==> config.mk <==
export PLATFORM = sky130hd
export DESIGN_NAME = rng_seed_collector
export DESIGN_NICKNAME = d
export VERILOG_FILES = /design/src/rtl/rng_pkg.sv /design/src/rtl/rng_rep_test.sv /design/src/rtl/rng_seed_collector.sv
export SDC_FILE = /design/constraint.sdc
export NUM_CORES = 1
export LEC_CHECK = 0
export CAP_MARGIN = 20
export CELL_PAD_IN_SITES_DETAIL_PLACEMENT = 1
export CELL_PAD_IN_SITES_GLOBAL_PLACEMENT = 1
export CORE_ASPECT_RATIO = 0.7
export CORE_MARGIN = 8
export CORE_UTILIZATION = 35
export CTS_CLUSTER_SIZE = 40
export DETAILED_ROUTE_END_ITERATION = 8
export DONT_BUFFER_PORTS = 1
export PLACE_DENSITY_LB_ADDON = 0.1
export SETUP_SLACK_MARGIN = 0.15
export SLEW_MARGIN = 20
export SYNTH_ARGS = -nofsm -noshare
export SYNTH_HDL_FRONTEND = slang
export SYNTH_SLANG_ARGS = --single-unit
==> constraint.sdc <==
create_clock -name clk_i -period 2.75 [get_ports clk_i]
set_clock_uncertainty 0.2 [all_clocks]
set_input_delay 0.55 -clock clk_i [delete_from_list [all_inputs] [get_ports clk_i]]
set_output_delay 0.55 -clock clk_i [all_outputs]
set_load 0.05 [all_outputs]
==> src/rtl/rng_pkg.sv <==
// Shared definitions for the RNG seed collector.
// Holds the collector FSM state type and the default seed width and
// repetition-count limit used by rng_seed_collector and rng_rep_test.
package rng_pkg;

    localparam int unsigned RNG_WIDTH     = 32;
    localparam int unsigned RNG_REP_LIMIT = 8;

    // FIRST/SECOND are the two halves of a debiasing pair. The direct build
    // collects from FIRST only.
    typedef enum logic [2:0] {
        IDLE,
        FIRST,
        SECOND,
        FULL,
        FAIL
    } rng_state_e;

endpackage

==> src/rtl/rng_rep_test.sv <==
// Repetition-count health test on the raw entropy stream.
// Counts how long the current run of identical samples is. trip is
// combinational so the owner can react at the same edge that the run
// reaches REP_LIMIT.
// Ports:
//   clk_i, rst_n_i : clock, synchronous active-low reset
//   sample         : raw noise bit
//   enable         : sample is valid this cycle
//   clear          : forget the current run
//   trip           : this sample makes the run REP_LIMIT long
module rng_rep_test
    import rng_pkg::*;
#(
    parameter int unsigned REP_LIMIT = RNG_REP_LIMIT
) (
    input  logic clk_i,
    input  logic rst_n_i,
    input  logic sample,
    input  logic enable,
    input  logic clear,
    output logic trip
);

    logic [7:0] run;
    logic [7:0] run_nxt;
    logic       last;

    // A run of 0 means "no previous sample", so the next one always starts at 1.
    always_comb begin
        run_nxt = 8'd1;
        if (run != 8'd0 && sample == last) begin
            run_nxt = run + 8'd1;
        end
    end

    assign trip = enable && (run_nxt == 8'(REP_LIMIT));

    always_ff @(posedge clk_i) begin
        if (!rst_n_i) begin
            run  <= 8'd0;
            last <= 1'b0;
        end else if (clear) begin
            run  <= 8'd0;
        end else if (enable) begin
            run  <= run_nxt;
            last <= sample;
        end
    end

endmodule

==> src/rtl/rng_seed_collector.sv <==
// Collects raw entropy bits into a WIDTH-bit seed word for an LFSR loader.
// Build option RNG_SEED_DEBIAS_EN: when defined, raw samples are
// von Neumann debiased in pairs. When undefined, every enabled sample is
// shifted in directly. A repetition-count health test guards the raw
// stream in both builds.
// Ports:
//   clk_i, rst_n_i : clock, synchronous active-low reset
//   en_i           : collection enable
//   noise_i        : raw entropy bit (already synchronized)
//   seed_valid_o   : seed word presented; held until seed_ready_i
//   seed_ready_i   : consumer accepts the word
//   seed_o         : collected word, newest bit in the LSB
//   hlth_fail_o    : sticky health-test failure
//   clr_fail_i     : clears the failure and returns to IDLE
module rng_seed_collector
    import rng_pkg::*;
#(
    parameter int unsigned WIDTH     = RNG_WIDTH,
    parameter int unsigned REP_LIMIT = RNG_REP_LIMIT
) (
    input  logic             clk_i,
    input  logic             rst_n_i,
    input  logic             en_i,
    input  logic             noise_i,
    output logic             seed_valid_o,
    input  logic             seed_ready_i,
    output logic [WIDTH-1:0] seed_o,
    output logic             hlth_fail_o,
    input  logic             clr_fail_i
);

    localparam int CW = $clog2(WIDTH + 1);

    rng_state_e       state, state_d;
    logic [WIDTH-1:0] word, word_d;
    logic [CW-1:0]    cnt, cnt_d;
    logic             pair, pair_d;
    logic             take, bit_in;
    logic             trip, rep_en, rep_clr;

    // The health test only sees samples that the collector actually consumes.
    // It is paused in FULL and FAIL.
    assign rep_en  = en_i && (state == FIRST || state == SECOND);
    assign rep_clr = (state == FAIL) && clr_fail_i;

    rng_rep_test #(.REP_LIMIT(REP_LIMIT)) u_rep (
        .clk_i  (clk_i),
        .rst_n_i(rst_n_i),
        .sample (noise_i),
        .enable (rep_en),
        .clear  (rep_clr),
        .trip   (trip)
    );

    always_comb begin
        state_d = state;
        word_d  = word;
        cnt_d   = cnt;
        pair_d  = pair;
        take    = 1'b0;
        bit_in  = noise_i;
        case (state)
            IDLE: begin
                if (en_i) state_d = FIRST;
            end
            FIRST, SECOND: begin
                if (!en_i || trip) begin
                    // Drop the partial word whether we stop or fail.
                    state_d = trip ? FAIL : IDLE;
                    word_d  = '0;
                    cnt_d   = '0;
                    pair_d  = 1'b0;
                end else if (state == FIRST) begin
`ifdef RNG_SEED_DEBIAS_EN
                    pair_d  = noise_i;
                    state_d = SECOND;
`else
                    take    = 1'b1;
`endif
                end else begin
                    // Unequal pair keeps its first bit. Equal pair is discarded.
                    state_d = FIRST;
                    pair_d  = 1'b0;
                    if (noise_i != pair) begin
                        take   = 1'b1;
                        bit_in = pair;
                    end
                end
            end
            FULL: begin
                if (seed_ready_i) begin
                    word_d  = '0;
                    cnt_d   = '0;
                    state_d = en_i ? FIRST : IDLE;
                end
            end
            FAIL: begin
                if (clr_fail_i) state_d = IDLE;
            end
            default: state_d = IDLE;
        endcase

        if (take) begin
            word_d = {word[WIDTH-2:0], bit_in};
            cnt_d  = cnt + 1'b1;
            if (cnt == CW'(WIDTH - 1)) state_d = FULL;
        end
    end

    always_ff @(posedge clk_i) begin
        if (!rst_n_i) begin
            state <= IDLE;
            word  <= '0;
            cnt   <= '0;
            pair  <= 1'b0;
        end else begin
            state <= state_d;
            word  <= word_d;
            cnt   <= cnt_d;
            pair  <= pair_d;
        end
    end

    assign seed_o       = word;
    assign seed_valid_o = (state == FULL);
    assign hlth_fail_o  = (state == FAIL);

endmodule

---- Yosys cells after proc, flatten, opt, wreduce, memory -nomap -nowiden ----
Cells that the tools add are included.
word-level totals
  flip-flop bits (word level) ............. 51
  input port bits ......................... 6
  output and inout port bits .............. 34
  word-level logic and storage cells ...... 65
operators by class
  add/subtract/negate cells ............... 2
  eq/ne operators ......................... 11
  mux-type cells .......................... 29
  bitwise operators ....................... 2
  reductions and logical operators ........ 15
operators by type and width
  kind                 number
  $mux 32              3
  $pmux 32 s2          1
  $mux 3               8
  $mux 6               3
  $pmux 3 s4           1
  $pmux 6 s2           1
  $mux 1               11
  $add 8x1->8 const B  1
  $eq 8x4->1 const B   1
  $mux 8               1
  $reduce_bool 8->1    1
  $add 6x1->6 const B  1
  $eq 3x2->1 const B   2
  $eq 6x5->1 const B   1
  $logic_and 1x1->1    4
  $reduce_and 2->1     2
  $reduce_or 2->1      2
  $eq 3x1->1 const B   1
  $eq 3x3->1 const B   1
  $logic_not 3->1      1
  $ne 3x1->1 const B   1
  $ne 3x3->1 const B   1
  $reduce_and 3->1     1
  $reduce_bool 3->1    1
  other kinds (6)      8

---- Logic depth before layout (Yosys ltp) ----
Gate-level depths: netlist of the first run.
  depth in word-level cells ............... 10
  mapped depth ............................ 9
  depth with buffers taken out ............ 8

---- Hierarchy ----
Synthesis of the first run repeated with hierarchy kept, for this count alone.
unflattened totals
  cell total of the unflattened synthesis .. 252
  area, all modules ....................... 2,239.6 um^2
modules (own cells, without submodules)
  module              times used  cells an instance  area an instance (um^2)  sequential area each (um^2)
  rng_seed_collector  1           177                1,632.8                  820.8
  rng_rep_test        1           75                 606.8                    180.2

---- Worst setup path after synthesis of the first run ----
No wires, ideal clock.
  kind .................................... reg2reg
  start ................................... register u_rep.run[1]
  end ..................................... register word[0] (netlist: seed_o[0])
  setup time .............................. 132 ps
  arrival time ............................ 2,296 ps
  data required time ...................... 2,418 ps
  setup slack ............................. 121 ps
  stages on the path, launching flop included .. 10
  buffers on the path ..................... 2
  clock period less this slack ............ 2,629 ps
  path through ............................ dfxtp_1 -> ha_1 -> or4b_1 -> a211o_1 -> a211oi_4 -> a21oi_2 -> buf_2 -> clkbuf_1 -> o21ai_0 -> a21oi_1
on the way
  cells in the longest elaborated chain, start to end .. 10
  elaborated cells on any way between the ends .. 16
  classes of those cells .................. 1 x add/sub; 3 x eq/ne; 6 x mux; 6 x reduce/logical
RTL lines
  element                                              line                       text
  from (decl)                                          rng_rep_test.sv:24         logic [7:0] run;
  from (signal assigned)                               rng_rep_test.sv:45         run <= run_nxt;
  branches (longest 2 deep; another with $add 8x1->8)  --
  $mux 8 *                                             rng_rep_test.sv:31         if (run != 8'd0 && sample == last) begin
  $eq 8x4->1 *                                         rng_rep_test.sv:36         assign trip = enable && (run_nxt == 8'(REP_LIMIT));
  $logic_and 1x1->1 *                                  rng_rep_test.sv:36
  $logic_or 1x1->1 *                                   rng_seed_collector.sv:67   if (!en_i || trip) begin
  $mux 1                                               rng_seed_collector.sv:67
  $mux 1                                               rng_seed_collector.sv:62   case (state)
  $ne 3x3->1 (no source line) (tied with other cells)  --
  $reduce_and 3->1 (no source line)                    --
  to (signal assigned)                                 rng_seed_collector.sv:118  word <= word_d;
  to (decl)                                            rng_seed_collector.sv:35   logic [WIDTH-1:0] word, word_d;
Mark *: on every way between the ends.
A chain may end at the register's enable or synchronous reset.

---- Worst setup path in the final report of the first run ----
  start ................................... register u_rep.run[0]
  end ..................................... register cnt[3]
on the way
  cells in the longest elaborated chain, start to end .. 10
  elaborated cells on any way between the ends .. 14
  classes of those cells .................. 1 x add/sub; 3 x eq/ne; 4 x mux; 6 x reduce/logical
RTL lines
  element                                              line                       text
  branches (longest 2 deep; another with $add 8x1->8)  --
  $mux 8 *                                             rng_rep_test.sv:31
  $eq 8x4->1 *                                         rng_rep_test.sv:36
  $logic_and 1x1->1 *                                  rng_rep_test.sv:36
  $logic_or 1x1->1 *                                   rng_seed_collector.sv:67
  $mux 1                                               rng_seed_collector.sv:67
  $mux 1                                               rng_seed_collector.sv:62
  $ne 3x3->1 (no source line) (tied with other cells)  --
  $reduce_and 3->1 (no source line)                    --
  to (signal assigned)                                 rng_seed_collector.sv:119  cnt <= cnt_d;
  to (decl)                                            rng_seed_collector.sv:36   logic [CW-1:0] cnt, cnt_d;
Marks and branches as above.

==> results.cfg, run 1 <==
[outcome]
status = complete, no violations

[clock_network]
clkSinkCount = 50
cts_root_buffer = clkbuf_8
htreeDepth = 2
clock_path_buffers = 2
cts_hold_buf = 0
cts_tree = yes
cts.clk_slew.worst_paths_ps = 100
numCtsBuffers = 5
clk_latency_ps = 310

[power_and_ir_drop]
p_total_uw = 1330
power_density_nw_per_um2 = 521
power_leakage_uw = 0.000798
combPwrFrac_pct = 5.0
power.ir.vdd_worst_mv = 0.235
p_sw_share_pct = 23.4
clockPowerShare_pct = 40.0
p_sw_uw = 311
p_int_uw = 1020
p_seq_share_pct = 55.0

[synthesis]
yosysWarnings = 0
synth_area_um2 = 2200
syn-instance-count = 279
synth_seq_cells = 50
avgSynthCellArea_um2 = 7.90
synth-seq-area-share_pct = 45.4
synthFlopType = dfxtp_1
synthArstFlopShare_pct = 0
synth_edf_count = 0
synth_nets = 288
yosysUniqueCellTypes = 36

[grt]
grt_pass1_vias = 1960
grt_max_degree = 38
overflow = 0
top_usage_layer = met2
grt_util_met2_pct = 19.2
grt_pass1_wl_um = 9830
grt_util_met1_pct = 17.2
gr-usage-met3_pct = 4.98
antenna_found_initial = 0
gr-usage-all-layers_pct = 13.1

[timing]
finalHoldViolations = 0
min_period_over_period_pct = 92.1
rsz0062_at_grt = true
fin_crit_ps = 2530
worst_pin_slew_ps = 674
setup_viol = 0
fmax_mhz = 395
maxSlewViolCount = 0
slew_headroom_pct = 55.1
final.setup.tns_ps = 0

[setup_path]
max_stage_delay_ps = 470
critPathCaptureType = flip-flop
slowest_stage = or4b_1
crit_chain = ha_4, or4b_1, a211o_1, a211oi_4, a21oi_4, or4_1, a21oi_1
path_class = flip-flop to flip-flop
startpoint_type = flip-flop
cp.required_ps = 2800
crit_arrival_ps = 2580
cp_max_fo = 8

[worst_hold_path]
hp-class = input pin to flip-flop

[drt]
antenna_left = 0
viasPerCell = 5.48
wirelength_um = 6110
vias = 2011
drt_iter0_markers = 79
drc = 0
drtPass1Iterations = 4
wl_per_cell_um = 16.6

[floorplan]
initial_core_util_pct = 35.8
pin_count = 40
rows = 24
die-width_um = 111
core_um2 = 6160
die_area_um2 = 9130
dieHeight_um = 82.4

[place]
hpwl_um = 4230
place_inst = 356
gp_congestion = 0.742
port_buffers = 0

[run]
cap_violations = 0

[finish]
layout_commonest_cell = dfxtp_1
nets = 297
synthToLayoutAreaGrowth_pct = 15.7
utilization_pct = 41.4
layout.cells.non_filler = 367
final_cell_mix = 48 x dfxtp_1, 47 x a21oi_1, 46 x nand2_1
n_antenna_cell = 0
drive_gt1_share_pct = 12.8
## synth_stat cells, drive strengths merged (2+ instances only)
master / number / share of area [%]
a21o: 2 / 0.68
nor3b: 3 / 1.0
a211oi: 6 / 2.8
or3: 4 / 1.1
nand3: 10 / 2.3
nor3: 3 / 0.68
inv: 6 / 1.0
ha: 3 / 1.7
a211o: 2 / 0.80
dfxtp: 50 / 45
a21oi: 49 / 11
o21ai: 42 / 9.5
or4: 4 / 1.4
nand2: 46 / 7.8
xor2: 2 / 0.80
clkbuf: 15 / 2.6
nor2: 14 / 2.4
o31ai: 3 / 1.0
buf: 2 / 0.74
## registers in the layout (all words and copies together), names as in the netlist
name	count
cnt	6
u_rep.last	1
u_rep.run	8
seed_o	32
state	3
## layer usage
layer / part of all wire [%] / wire, µm
met3: 6.7 / 409
met4: 1.3 / 78
met2: 41 / 2530
met1: 51 / 3090
met5: 0 / 0
## power groups by stage
stage	logic [µW]	clock network (µW)	registers, µW
2_1_floorplan	40.4	0	746
3_3_place_gp	62.8	0	747
3_5_place_dp	62.2	0	747
4_1_cts	65.2	550	730
5_1_grt	73.9	572	731
6_report	67.0	532	730
## final timing paths
kind	start	endpoint	slack, ps	cells after the start
max	u_rep.run[0]	cnt[3]	220	7
min	rst_n_i	state[2]	160	1
max reg2reg	u_rep.run[0]	cnt[3]	220	7
min reg2reg	u_rep.last	u_rep.last	280	2
## worst max-delay path: cells and delay by family, from the launching register on
family	cells	cell delay, ps
simple gates	2	900
compound gates	4	840
flops	1	350
fa+ha+maj	1	170
## logic make-up after synthesis
logic type	after synthesis	synth area share (%)
flip-flops	50	45.4
buffers and inverters	23	4.32
adder cells (fa/ha/maj)	3	1.70
AND/OR/NAND/NOR	92	19.4
AO/OA/AOI/OAI	109	28.4
XOR/XNOR	2	0.795
## per-stage QoR
| stage | instance area [µm²] | hold WS, ps | setup WS, ps |
|---|---|---|---|
| 2_1_floorplan | 2200 | 245 | 176 |
| 3_3_place_gp | 2370 | 260 | 181 |
| 3_5_place_dp | 2370 | 267 | 104 |
| 4_1_cts | 2530 | 149 | 135 |
| 5_1_grt | 2550 | 153 | 126 |
| 6_report | 2550 | 163 | 218 |
## final cells by class
class                           instances  area [µm²]
Timing Repair Buffer                   19         155
Tap cell                               78        97.6
Multi-Input combinational cell        206        1160
Clock inverter                          2        37.5
Inverter                                6        22.5
Fill cell                             737        3610
Sequential cell                        50        1000
Clock buffer                            6        72.6
## timing repair
action,CTS,global route
pin swaps,6,1
cloned,0,0
resized for setup,6,7
setup endpoints to repair,3,43
buffers inserted,3,0
No activity file was read; power rests on OpenSTA's default activity.
==> run 2, diff against run 1 <==
- CORE_ASPECT_RATIO: 0.7 -> 2
==> run 2 against run 1 <==
  * Critical path type unchanged
  * Count of clock-buffer cells in the layout is 1 lower
  * Critical path depth stayed put
  * Die area is 1.2% higher
  * Global-route usage is 1.1 points higher
  * Flip-flop and latch count stayed put
  * Power is 5.3% higher
  * Highest routed layer unchanged
==> results.cfg, run 2 (synthesis results as in run 1) <==
[setup_path]
r2r_cells = 7
rr_endpoint = cnt[3]
cp.required_ps = 2770
path_buf_inv = 0
cp_max_fo = 6
max_stage_delay_ps = 460
cp.depth = 7
critical_path.startpoint = u_rep.run[1]
crit_arrival_ps = 2580
r2r_start = u_rep.run[1]
slowest_stage = or4b_1
path_delay_family = simple AND/OR/NAND/NOR gates
startpoint_type = flip-flop
crit_chain = ha_4, or4b_1, a211o_1, a211oi_4, a21oi_4, or4_4, a21oi_2
path_class = flip-flop to flip-flop
endpoint = cnt[3]
critPathCaptureType = flip-flop
rrSetupSlack_ps = 200

[timing]
min_period_over_period_pct = 92.9
worst_pin_slew_ps = 581
finalHoldViolations = 0
maxSlewViolCount = 0
final.setup.tns_ps = 0
slew_headroom_pct = 61.2
rsz0062_at_grt = true
fmax_mhz = 391
setup_viol = 0
hold_slack_ps = 192
fin_crit_ps = 2550

[finish]
largest_reg_flops = 32
n_antenna_cell = 0
layout_commonest_cell = dfxtp_1
drive_gt1_share_pct = 16.3
final_cell_mix = 47 x dfxtp_1, 45 x nand2_1, 43 x a21oi_1
nets = 297
layout.cells.non_filler = 374
nFillCells = 762
synthToLayoutAreaGrowth_pct = 20.2

[floorplan]
core_um2 = 6210
initial_core_util_pct = 35.5
die_area_um2 = 9240
dieHeight_um = 128
rows = 41
die-width_um = 72.1
pin_count = 40

[clock_network]
clkSinkCount = 50
cts_tree = yes
clock_path_buffers = 2
cts.clk_slew.worst_paths_ps = 70
htreeDepth = 2
cts_root_buffer = clkbuf_16
clk_latency_ps = 290
numCtsBuffers = 5

[power_and_ir_drop]
power.ir.vdd_worst_mv = 0.313
power_leakage_uw = 0.000827
p_total_uw = 1400
power_density_nw_per_um2 = 528

[drt]
drc = 0
wl_per_cell_um = 16.4
viasPerCell = 5.44
vias = 2034
drtPass1Iterations = 4
wirelength_um = 6150
antenna_left = 0
drt_iter0_markers = 119

[grt]
antenna_found_initial = 0
gr-usage-all-layers_pct = 14.2
grt_pass1_wl_um = 10400
grt_max_degree = 38
grt_pass1_vias = 2131
overflow = 0

[run]
cap_violations = 0

[worst_hold_path]
hp-class = input pin to flip-flop

[place]
place_inst = 362
port_buffers = 0
gp_congestion = 0.792
hpwl_um = 4210

[outcome]
status = complete, no violations
run 2: where the power goes:
group,leakage (µW),switching [µW],internal (µW)
registers,0.000405,4.17,726
clock network,0.0000701,265,334
logic,0.000352,48.7,20.8
run 2: layout make-up:
| type | count | area (µm²) | area share (%) |
|---|---|---|---|
| multi-input cells | 206 | 1200 | 45.3 |
| flip-flops and latches | 50 | 1010 | 38.0 |
| repair buffers | 19 | 173 | 6.52 |
| clock buffers | 5 | 125 | 4.72 |
| well taps | 86 | 108 | 4.06 |
| inverters | 6 | 22.5 | 0.850 |
| clock inverters | 2 | 13.8 | 0.520 |
run 2: how the worst min path moves through the flow:
stage                    start    endpoint  slack (ps)  depth (start not counted)
floorplan               cnt[4]      cnt[4]         240                          1
global placement    u_rep.last  u_rep.last         260                          2
detailed placement  u_rep.last  u_rep.last         260                          2
CTS                    noise_i  u_rep.last         180                          2
global route           rst_n_i    state[2]         200                          1
finish                 noise_i  u_rep.last         190                          2
run 2: repair_timing:
item                       CTS  global route
gates resized for setup      6            31
pin swaps                    8             6
buffers inserted             3             1
setup endpoints to repair   25            40
gates cloned                 0             1
hold buffers                 0             0
run 2: metrics by stage:
| step | instance area (µm²) | setup WS, ps | utilization, % |
|---|---|---|---|
| finish | 2650 | 195 | 42.7 |
| global route | 2650 | 92.2 | 42.7 |
| CTS | 2550 | 149 | 41.0 |
| global placement | 2370 | 132 | 38.2 |
| floorplan | 2200 | 176 | - |
| detailed placement | 2370 | 85.6 | 38.2 |
run 2: metal layers:
metal / GRT usage, % / share of wire (%)
met1: 16.5 / 40
met2: 22.8 / 52
met3: 4.55 / 6.5
met4: 6.18 / 1.8
met5: 0 / 0
